<file path="config.mk">
export PLATFORM = sky130hd
export DESIGN_NAME = fetch_pc_unit
export DESIGN_NICKNAME = d
export VERILOG_FILES = /design/src/rtl/fetch_pc_unit.sv
export SDC_FILE = /design/constraint.sdc
export NUM_CORES = 1
export LEC_CHECK = 0
export CORE_MARGIN = 2
export CORE_UTILIZATION = 35
export DETAILED_ROUTE_END_ITERATION = 8
export GPL_TIMING_DRIVEN = 0
export PLACE_DENSITY = 0.77
export SYNTH_ARGS = -nofsm -noshare
export SYNTH_HDL_FRONTEND = slang
export SYNTH_SLANG_ARGS = --single-unit
export TNS_END_PERCENT = 100
</file>
<file path="constraint.sdc">
create_clock -name clk -period 3.2 [get_ports clk]
set_clock_uncertainty 0.05 [all_clocks]
set_input_delay 0.96 -clock clk [delete_from_list [all_inputs] [get_ports clk]]
set_output_delay 0.96 -clock clk [all_outputs]
set_load 0.1 [all_outputs]
</file>
<file path="src/rtl/fetch_pc_unit.sv">
// fetch_pc_unit: PC register and fetch FSM that reads instruction memory and
// presents each instruction with its PC downstream over valid/ready.
module fetch_pc_unit #(
    parameter int          MEM_LATENCY = 1,
    parameter logic [11:0] RESET_PC    = 12'h000,
    parameter logic [11:0] PC_STEP     = 12'd4
) (
    input  logic        clk,
    input  logic        rst,
    input  logic        start,
    output logic [11:0] imem_addr,
    output logic        imem_en,
    input  logic [31:0] imem_data,
    output logic [31:0] instr,
    output logic        instr_valid,
    input  logic        instr_ready,
    output logic [11:0] pc,
    input  logic        isBranch,
    input  logic [25:0] pcLabel,
    output logic        misalign,
    output logic [31:0] retired
);
    typedef enum logic [1:0] {IDLE, ISSUE, WAIT, HOLD} fetchState;
    localparam logic [2:0] LAT_M1 = 3'(MEM_LATENCY - 1);
    fetchState state, nextState;
    logic [2:0] waitCnt;
    logic accept;
    logic unusedLabel;
    assign unusedLabel = ^pcLabel[25:12];
    assign accept = state == HOLD && instr_ready;
    assign imem_addr = pc;
    assign imem_en = state == ISSUE;
    assign instr_valid = state == HOLD;
    always_ff @(posedge clk or posedge rst)
        if (rst) state <= IDLE;
        else state <= nextState;
    always_comb begin
        nextState = state;
        case (state)
            IDLE:  nextState = start ? ISSUE : IDLE;
            ISSUE: nextState = WAIT;
            WAIT:  nextState = waitCnt == 3'd0 ? HOLD : WAIT;
            HOLD:  nextState = instr_ready ? ISSUE : HOLD;
            default: nextState = IDLE;
        endcase
    end
    always_ff @(posedge clk or posedge rst) begin
        if (rst) begin
            pc <= RESET_PC;
            instr <= '0;
            waitCnt <= '0;
            misalign <= 1'b0;
            retired <= '0;
        end else begin
            if (state == IDLE && start) pc <= RESET_PC;
            if (state == ISSUE) waitCnt <= LAT_M1;
            else if (state == WAIT && waitCnt != 3'd0) waitCnt <= waitCnt - 3'd1;
            if (state == WAIT && waitCnt == 3'd0) instr <= imem_data;
            // branch targets are forced word-aligned; misalign records that it happened
            if (accept) begin
                pc <= isBranch ? {pcLabel[11:2], 2'b00} : pc + PC_STEP;
                misalign <= misalign | (isBranch && pcLabel[1:0] != 2'b00);
                if (retired != '1) retired <= retired + 32'd1;
            end
        end
    end
endmodule

</file>
# Yosys cells after proc, flatten, opt, wreduce, memory -nomap -nowiden
# Index checks and enable logic that the tools add are counted.
# Widths: inputs -> output; s select.
# word_totals
rom_bits,0
inputBits,63
latchBits,0
mem_count,0
ram_bits,0
wordCells,35
register_bits,82
out_inout_bits,91
# classes
mux,9
n_div,0
order_cmp,0
n_eq_ne,4
mul,0
add_sub_neg,3
n_reduce_logical,12
n_shift,0
bitwise,1
# op_table
operator,count
$mux 12,3
$add 32x1->32 const B,1
$ne 32x32->1 const B,1
$add 12x3->12 const B,1
$pmux 2 s4,1
$mux 3,2
$reduce_bool 2->1,3
$logic_and 1x1->1,5
$eq 2x2->1 const B,2
$logic_not 3->1,1
$reduce_bool 3->1,1
$sub 3x1->3 const B,1
$eq 2x1->1 const B,1
$logic_not 2->1,1
$mux 1,2
$mux 2,1
$reduce_and 2->1,1
$or 1x1->1,1

# Longest topological paths before layout
# logic_depth
depth_word,4
mapped_depth,7
mapped_depth_nobuf,6

# Worst setup path after synthesis
# OpenSTA, ideal clock, no wires.
# synth_timing
path_kind,register -> register
startpoint,register retired[17]
endpoint,register retired[1]
setup_time_ns,0.126
stages_incl_launch_ff,7
required_ns,3.024
arrival_time_ns,2.805
setup_slack_ns,0.219
n_path_buf,1
synth_period_minus_slack_ns,2.981
cell_sequence,dfrtp_1 > nand4_2 > or4_4 > or4_1 > buf_2 > nand2_1 > mux2_2
# synth_via
elab_chain_len,2
# synth_rtl
element,line,text
start: declaration,21,output logic [31:0] retired
start signal: assignment,63,if (retired != '1) retired <= retired + 32'd1;
$ne 32x32->1,63,
$reduce_and 2->1 (no line),n/a,
# No other way between the ends.
# A chain may end at the register's enable or synchronous reset.

# Worst setup path after layout
# layout_timing
startpoint,"register pc[8], in the netlist imem_addr[8]"
endpoint,output port pc[8]
# layout_rtl
element,line,text
start: declaration,17,"output logic [11:0] pc,"
start signal: assignment,61,"pc <= isBranch ? {pcLabel[11:2], 2'b00} : pc + PC_STEP;"
# No word-level cell between the ends.

==> results.json <==
{
  "io_buffer_count": 135,
  "relSlewSlack_pct": 32.05,
  "clk_latency_ns": 0.34,
  "gp_congestion": 0.8326,
  "ys_seq_area_share_pct": 53.55,
  "min_period_over_period_pct": 96.59,
  "cp-start-kind": "register",
  "gr-total-overflow": 0,
  "ys_warn_count": 0,
  "grt_use_total_pct": 16.52,
  "die_width_um": 107.4,
  "hold_viol_final": 0,
  "yosys.cell_types.count": 44,
  "num_vias": 3093,
  "drcViolationCount": 0,
  "hold_class": "register to register",
  "place_inst": 615,
  "cts_max_level": 3,
  "synth_top_area_share_pct": 53.55,
  "chipHeight_um": 107.4,
  "synthToLayoutAreaGrowth_pct": 47.05,
  "first_pass_iters": 4,
  "root_buffer": "clkbuf_8",
  "fin_nets": 557,
  "yosys.area.top_type": "dfrtp_1",
  "synth-main-ff-cell": "dfrtp_1",
  "antenna_found_initial": 0,
  "start_util_pct": 36.05,
  "finalNonFillerCells": 631,
  "wl_per_cell_um": 14.80,
  "critPathMaxFanout": 8,
  "setup_viol": 0,
  "grt_pass1_vias": 3204,
  "cts_made_buffers": 9,
  "drv_slew": 0,
  "grt_start_max_net_pins": 42,
  "cts_hold_buf": 0,
  "finalWorstSetupSlack_ns": 0.1092,
  "io_pins": 154,
  "synth.avg_cell_area_um2": 11.00,
  "ctsResizeCount": 2,
  "fin_crit_ns": 3.091,
  "hpwl_mm": 6.807,
  "cts_buffer_depth": 2,
  "fmax_ghz": 0.3235,
  "synthTopCellsByArea": "dfrtp_1 (54%), mux2_2 (9.9%), xnor2_1 (4.5%), buf_4 (2.8%), xor2_1 (2.8%)",
  "holdWs_ns": 0.4402,
  "n_antenna_cell": 0,
  "rows": 37,
  "grt_pass1_wl_mm": 15.28,
  "cts_tree": "built",
  "final.setup.tns_ns": 0,
  "drt-initial-drc-count": 77,
  "status": "finished, final reports clean",
  "coreArea_mm2": 0.01037,
  "ant_nets": 0,
  "synth.most_common_cell": "dfrtp_1",
  "cp.arrival_ns": 2.08,
  "netlist_area_mm2": 0.003739,
  "clkSinkCount": 80,
  "worst-setup-path-type": "register to output pin",
  "ys_ff_latch": 80,
  "synth_edf_count": 0,
  "synth_common_cells": "dfrtp_1 (80), mux2_2 (33), nor2_1 (23), nand2_1 (20)",
  "pre_cts_ws_ns": 0.005307,
  "die_area_mm2": 0.01152,
  "drive_gt1_share_pct": 14.55,
  "tightest_slew_ns": 1.016,
  "async_reset_ff_share_pct": 100.0,
  "path_clk_slew_ns": 0.08,
  "endpoint_kind": "output pin",
  "max_cap_viol_count": 0,
  "wl_mm": 9.339,
  "cp.required_ns": 2.19,
  "rsz0062_at_grt": "false",
  "synthCells": 340,
  "post_cts.repair.setup_buffers": 0,
  "viasPerCell": 4.902
}
## layer usage
layer,share of wire (%),GRT usage (%),vias to the layer above
met2,49,27.58,107
li1,-,-,1481
met5,0,0,-
met4,1.6,6.227,0
met3,6.3,4.056,12
met1,43,20.70,1493
## state kept, by name, summed over array words and instances, names as in the netlist
signal / cells
waitCnt: 3
misalign: 1
state: 2
instr: 32
retired: 32
imem_addr: 10
## worst paths after layout
kind | from | end | slack [ns] | depth (start not counted)
max in group asynchronous | rst | retired[1]$_DFFE_PP0P_ | 1.54 | 3
worst min register to register | retired[25]$_DFFE_PP0P_ | retired[25]$_DFFE_PP0P_ | 0.44 | 1
worst max register to register | retired[16]$_DFFE_PP0P_ | retired[1]$_DFFE_PP0P_ | 0.74 | 6
min in group asynchronous | rst | instr[11]$_DFFE_PP0P_ | 0.96 | 2
worst max-delay path | imem_addr[8]$_DFFE_PP0P_ | pc[8] | 0.11 | 2
worst min-delay path | retired[25]$_DFFE_PP0P_ | retired[25]$_DFFE_PP0P_ | 0.44 | 1
## metrics by stage
| stage | utilization (%) | instance area [um2] |
|---|---|---|
| 6_report | 53.02 | 5498 |
| 2_1_floorplan | - | 3750 |
| 4_1_cts | 53.02 | 5498 |
| 3_3_place_gp | 50.83 | 5271 |
| 3_5_place_dp | 51.05 | 5294 |
| 5_1_grt | 53.02 | 5498 |
## layout by cell type (no fill, tap or decap), types with 5 or more instances in the layout
master and count:
clkdlybuf4s50_1 133, dfrtp_1 80, mux2_2 33, nor2_1 23
nand2_1 20, o21ai_0 19, xnor2_1 19, nand3_1 15
buf_4 14, xor2_1 12, a21oi_1 11, nor3_1 11
clkbuf_8 11, inv_1 10, nand4_1 10, clkbuf_1 7
nor4_1 6, and3_1 5
## critical path: stages (launching register included)
cell and delay (ns):
dfrtp_1 0.48, buf_4 0.15, clkdlybuf4s50_1 1.12
## cell families after synthesis
kind of cell / after synthesis / synth area share, %
other: 1 / 0.1003
flip-flops: 80 / 53.55
multiplexers: 34 / 10.21
adder cells (fa/ha/maj): 4 / 1.339
AO/OA/AOI/OAI: 43 / 6.693
buffers and inverters: 36 / 5.254
XOR/XNOR: 31 / 7.262
AND/OR/NAND/NOR: 111 / 15.60
## area by class of cell
| class | instances | area (um2) |
|---|---|---|
| Fill cell | 909 | 4872 |
| Sequential cell | 80 | 2002 |
| Multi-Input combinational cell | 227 | 1551 |
| Timing Repair Buffer | 136 | 1369 |
| Tap cell | 136 | 170.2 |
| Clock buffer | 12 | 155.1 |
| Buffer | 24 | 151.4 |
| Clock inverter | 4 | 51.30 |
| Inverter | 12 | 47.55 |
Power is left out: the tool's default activity adds up to more than one toggle a clock period on the data nets, which glitch-free logic cannot reach.
